<file path="src/rtl/piso_tx.sv">
// rtl/piso_tx.sv - parallel-in serial-out transmitter, MSB first, with hold and done pulse
//
// Purpose:
//   Accepts a WIDTH-bit word on load_i while ready_o is high and shifts it out
//   on sout_o one bit per clock, MSB first. soutb_o is the complement of sout_o.
//   hold_i freezes the shifter while a word is in flight, stretching the
//   current bit. done_o pulses for one cycle after the last bit.
//
// Ports:
//   clk_i    rising-edge clock
//   rst_i    asynchronous active-high reset
//   din_i    parallel word, sampled only on an accepted load
//   load_i   load request, accepted when load_i && ready_o at a rising edge
//   hold_i   pause shifting, honoured only while shifting
//   ready_o  idle, a load will be accepted
//   busy_o   a word is being shifted out
//   sout_o   serial data out, idle level 0
//   soutb_o  complement of sout_o
//   done_o   one-cycle pulse after the last bit of a word

module piso_tx #(
  parameter int WIDTH = 8
) (
  input  logic             clk_i,
  input  logic             rst_i,
  input  logic [WIDTH-1:0] din_i,
  input  logic             load_i,
  input  logic             hold_i,
  output logic             ready_o,
  output logic             busy_o,
  output logic             sout_o,
  output logic             soutb_o,
  output logic             done_o
);

  localparam int CW = (WIDTH > 1) ? $clog2(WIDTH) : 1;

  typedef enum logic [1:0] {
    S_IDLE  = 2'd0,
    S_SHIFT = 2'd1,
    S_DONE  = 2'd2
  } state_t;

  state_t           state_q, state_d;
  logic [WIDTH-1:0] shreg_q, shreg_d;
  logic [CW-1:0]    cnt_q,   cnt_d;
  logic             ready_q, ready_d;
  logic             busy_q,  busy_d;
  logic             done_q,  done_d;

  always_comb begin
    state_d = state_q;
    shreg_d = shreg_q;
    cnt_d   = cnt_q;
    case (state_q)
      S_IDLE: begin
        if (load_i) begin
          shreg_d = din_i;
          cnt_d   = CW'(WIDTH - 1);
          state_d = S_SHIFT;
        end
      end
      S_SHIFT: begin
        if (!hold_i) begin
          if (cnt_q == '0) begin
            // Clearing the shifter here makes sout_o a plain register bit
            // that is already 0 in DONE and IDLE.
            shreg_d = '0;
            state_d = S_DONE;
          end else begin
            shreg_d = shreg_q << 1;
            cnt_d   = cnt_q - CW'(1);
          end
        end
      end
      S_DONE: begin
        state_d = S_IDLE;
      end
      default: begin
        shreg_d = '0;
        cnt_d   = '0;
        state_d = S_IDLE;
      end
    endcase

    // Status flags are registered from the next state so they line up with it.
    ready_d = (state_d == S_IDLE);
    busy_d  = (state_d == S_SHIFT);
    done_d  = (state_d == S_DONE);
  end

  always_ff @(posedge clk_i or posedge rst_i) begin
    if (rst_i) begin
      state_q <= S_IDLE;
      shreg_q <= '0;
      cnt_q   <= '0;
      ready_q <= 1'b1;
      busy_q  <= 1'b0;
      done_q  <= 1'b0;
    end else begin
      state_q <= state_d;
      shreg_q <= shreg_d;
      cnt_q   <= cnt_d;
      ready_q <= ready_d;
      busy_q  <= busy_d;
      done_q  <= done_d;
    end
  end

  assign ready_o = ready_q;
  assign busy_o  = busy_q;
  assign done_o  = done_q;
  assign sout_o  = shreg_q[WIDTH-1];
  assign soutb_o = ~shreg_q[WIDTH-1];

endmodule

</file>
<file path="config.mk">
export PLATFORM = sky130hd
export DESIGN_NAME = piso_tx
export DESIGN_NICKNAME = d
export VERILOG_FILES = /design/src/rtl/piso_tx.sv
export SDC_FILE = /design/constraint.sdc
export NUM_CORES = 1
export LEC_CHECK = 0
export ABC_AREA = 0
export CORE_MARGIN = 5
export CORE_UTILIZATION = 25
export CTS_BUF_LIST = sky130_fd_sc_hd__clkbuf_8
export DETAILED_ROUTE_END_ITERATION = 6
export PLACE_DENSITY = 0.51
export SKIP_LAST_GASP = 1
export SYNTH_ARGS = -nofsm -noshare
export SYNTH_HDL_FRONTEND = slang
export SYNTH_SLANG_ARGS = --single-unit
export TNS_END_PERCENT = 100
</file>
<file path="constraint.sdc">
create_clock -name clk_i -period 2.2 [get_ports clk_i]
set_input_delay 0.44 -clock clk_i [delete_from_list [all_inputs] [get_ports clk_i]]
set_output_delay 0.44 -clock clk_i [all_outputs]
set_load 0.005 [all_outputs]
</file>
==> results.cfg <==
[status]
status = finished, final reports clean

[hold_path]
min_path_cells = 2
hold_start = shreg_q[6]
min_path_type = flip-flop to flip-flop
hold_end = shreg_q[6]

[layout]
finalCoreUtilization_pct = 33.5
area_growth_pct = 28.5
mostFrequentLayoutCells = clkdlybuf4s50_1 (16), dfrtp_1 (15), nand2_1 (10), o21ai_1 (10), a32oi_1 (7)
drive_gt1_share_pct = 8.51
fin_nets = 109
layout_commonest_cell = clkdlybuf4s50_1
diodes = 0

[placement]
hpwlAfterDp_mm = 1.17
pre_cts_slack_ns = 0.511
io_buffer_count = 16
gp_congestion = 0.789

[clocking]
numCtsBuffers = 3
cts_repair_resize_count = 0
cts.sinks = 16
cts_tree = built
h-tree-depth = 1
cts_setup_buffers = 0
cts.path.max_buffers = 2
clock-root-buffer = clkbuf_8
clkLatencyLatePin_ns = 0.24
ctsHoldBuffers = 0
path_clk_slew_ns = 0.06

[pwr]
clkPwrFrac_pct = 16.8
seq_power_share_pct = 40.0
pwr-share-comb_pct = 43.2
p_switching_mw = 0.480
p_int_mw = 0.829
netSwitchingFraction_pct = 36.7
powerDensity_nw_per_um2 = 1270
power.leakage_nw = 0.421
ir_drop_v = 0.000291

[yosys]
ys_seq_area_share_pct = 50.0
synthCells = 78
synth_seq_cells = 16
synth_fp_nets = 92
yosysWarnings = 0
synth.avg_cell_area_um2 = 10.3
synthDistinctLibCells = 24
syn-cell-area_um2 = 803

[worst_setup_path]
r2r_cells = 6
r2r_slack_ns = 0.65
critical_path.cell_chain = clkdlybuf4s50_1
worst_ep_arrival_time_ns = 1.24
crit_family = flip-flops
cp-start-kind = flip-flop
critical_path.max_stage_delay_ns = 0.51
cp_num_buf_inv = 1
worstPathRequired_ns = 1.76
r2r_start = cnt_q[0]
cp_slowest_cell = dfstp_2
r2r_end = cnt_q[1]
criticalPathCategory = flip-flop to output port
worstSetupEndpointType = output port
critical_path.max_fanout = 1

[timing]
slew_violations = 0
post-route-period-util_pct = 76.5
final.setup.worst_slack_ns = 0.518
fmax_mhz = 595
fin_setup_tns_ns = 0
rsz0062_at_grt = no
finalHoldViolations = 0
holdWs_ns = 0.490
fin_skew_ns = 0.00202
worst_pin_slew_ns = 0.605
setup-violations-final = 0
layout_min_cycle_time_ns = 1.68
max-slew-margin-rel_pct = 59.6

[detailed_routing]
drt_pass1_iterations = 4
wl_mm = 1.60
vias_per_cell = 4.25
vias = 586
wl_per_cell_um = 11.6
drcViolationCount = 0
ant_nets = 0
detail_route.iter0.violations = 21

[global_route]
grt-ovfl-total = 0
grt_max_degree = 17
grt_usage_pct = 8.12
grt_pass1_vias = 594
antenna_found_initial = 0
grt_pass1_wl_mm = 2.73

[die]
die-height_um = 66.7
coreArea_um2 = 3080
die_w_um = 66.7
start_util_pct = 26.1
row_count = 20
die-area_um2 = 4450
ios = 17

[flow_run]
maxCapViolCount = 0
worst reg2reg max path: stages (launching register included):
cell and delay [ns]:
dfrtp_1 0.34, inv_1 0.06, ha_1 0.23, nand2b_1 0.26, and2b_1 0.23, mux2i_1 0.20
o22ai_1 0.09
power groups by stage:
stage	registers, mW	clock network (mW)	logic (mW)
6_report	0.523	0.220	0.566
5_1_grt	0.545	0.239	0.646
4_1_cts	0.522	0.229	0.573
3_5_place_dp	0.526	0	0.573
3_3_place_gp	0.527	0	0.561
2_1_floorplan	0.482	0	0.465
area by class of cell:
type | count | area (µm²)
Clock buffer | 3 | 41.3
Clock inverter | 1 | 3.75
Fill cell | 323 | 2050
Inverter | 4 | 15.0
Multi-Input combinational cell | 53 | 348
Sequential cell | 16 | 402
Tap cell | 44 | 55.1
Timing Repair Buffer | 17 | 168
worst max path at each step:
| stage | end | start | slack, ns | cells after the start |
|---|---|---|---|---|
| 2_1_floorplan | cnt_q[0] | cnt_q[0] | 0.86 | 7 |
| 3_3_place_gp | cnt_q[1] | hold_i | 0.52 | 4 |
| 3_5_place_dp | cnt_q[1] | hold_i | 0.51 | 4 |
| 4_1_cts | ready_o | ready_o | 0.51 | 1 |
| 5_1_grt | ready_o | ready_o | 0.49 | 1 |
| 6_report | ready_o | ready_o | 0.52 | 1 |
metal layers:
metal / vias to the layer above / GRT usage, % / routed length, µm
met4: 0 / 4.57 / 27
met2: 14 / 11.8 / 675
met3: 2 / 1.85 / 85
met1: 264 / 11.0 / 815
li1: 306 / - / -
met5: - / 0 / 0
cell usage after synthesis, drive strengths merged:
library cell  count  area share [%]
a32oi             7             7.6
nor3b             1             1.6
a21oi             1            0.62
o22ai             1            0.78
o2bb2ai           2             4.5
o21bai            1            0.93
o21ai            11             6.9
ha                2             3.1
a31oi             1            0.78
dfrtp            15              47
and2b             1            0.93
dfstp             1             3.3
nor2b             7             5.8
mux2i             1             1.2
inv               4             1.9
nor2              5             2.3
buf               5             4.8
nand2b            2             1.6
nand2            10             4.7
stage by stage:
step / cells / power [mW] / instance area, µm²
floorplan: 78 / 0.948 / 803
global placement: 134 / 1.09 / 987
detailed placement: 134 / 1.10 / 987
CTS: 138 / 1.32 / 1030
global route: 138 / 1.43 / 1030
finish: 138 / 1.31 / 1030
registers in the layout (all words and copies together) (netlist names):
signal and flops:
busy_o 1, cnt_q 3, done_o 1, ready_o 1
shreg_q 8, state_q 2
cell families after synthesis:
kind of cell	after synthesis	synth area share [%]
AOI/OAI and AO/OA	24	22.1
muxes	1	1.25
and+or+nand+nor	26	16.8
DFF	16	50.0
buffers and inverters	9	6.70
adders and majority gates	2	3.11
Note: power is estimated with default switching activity, not from simulation.
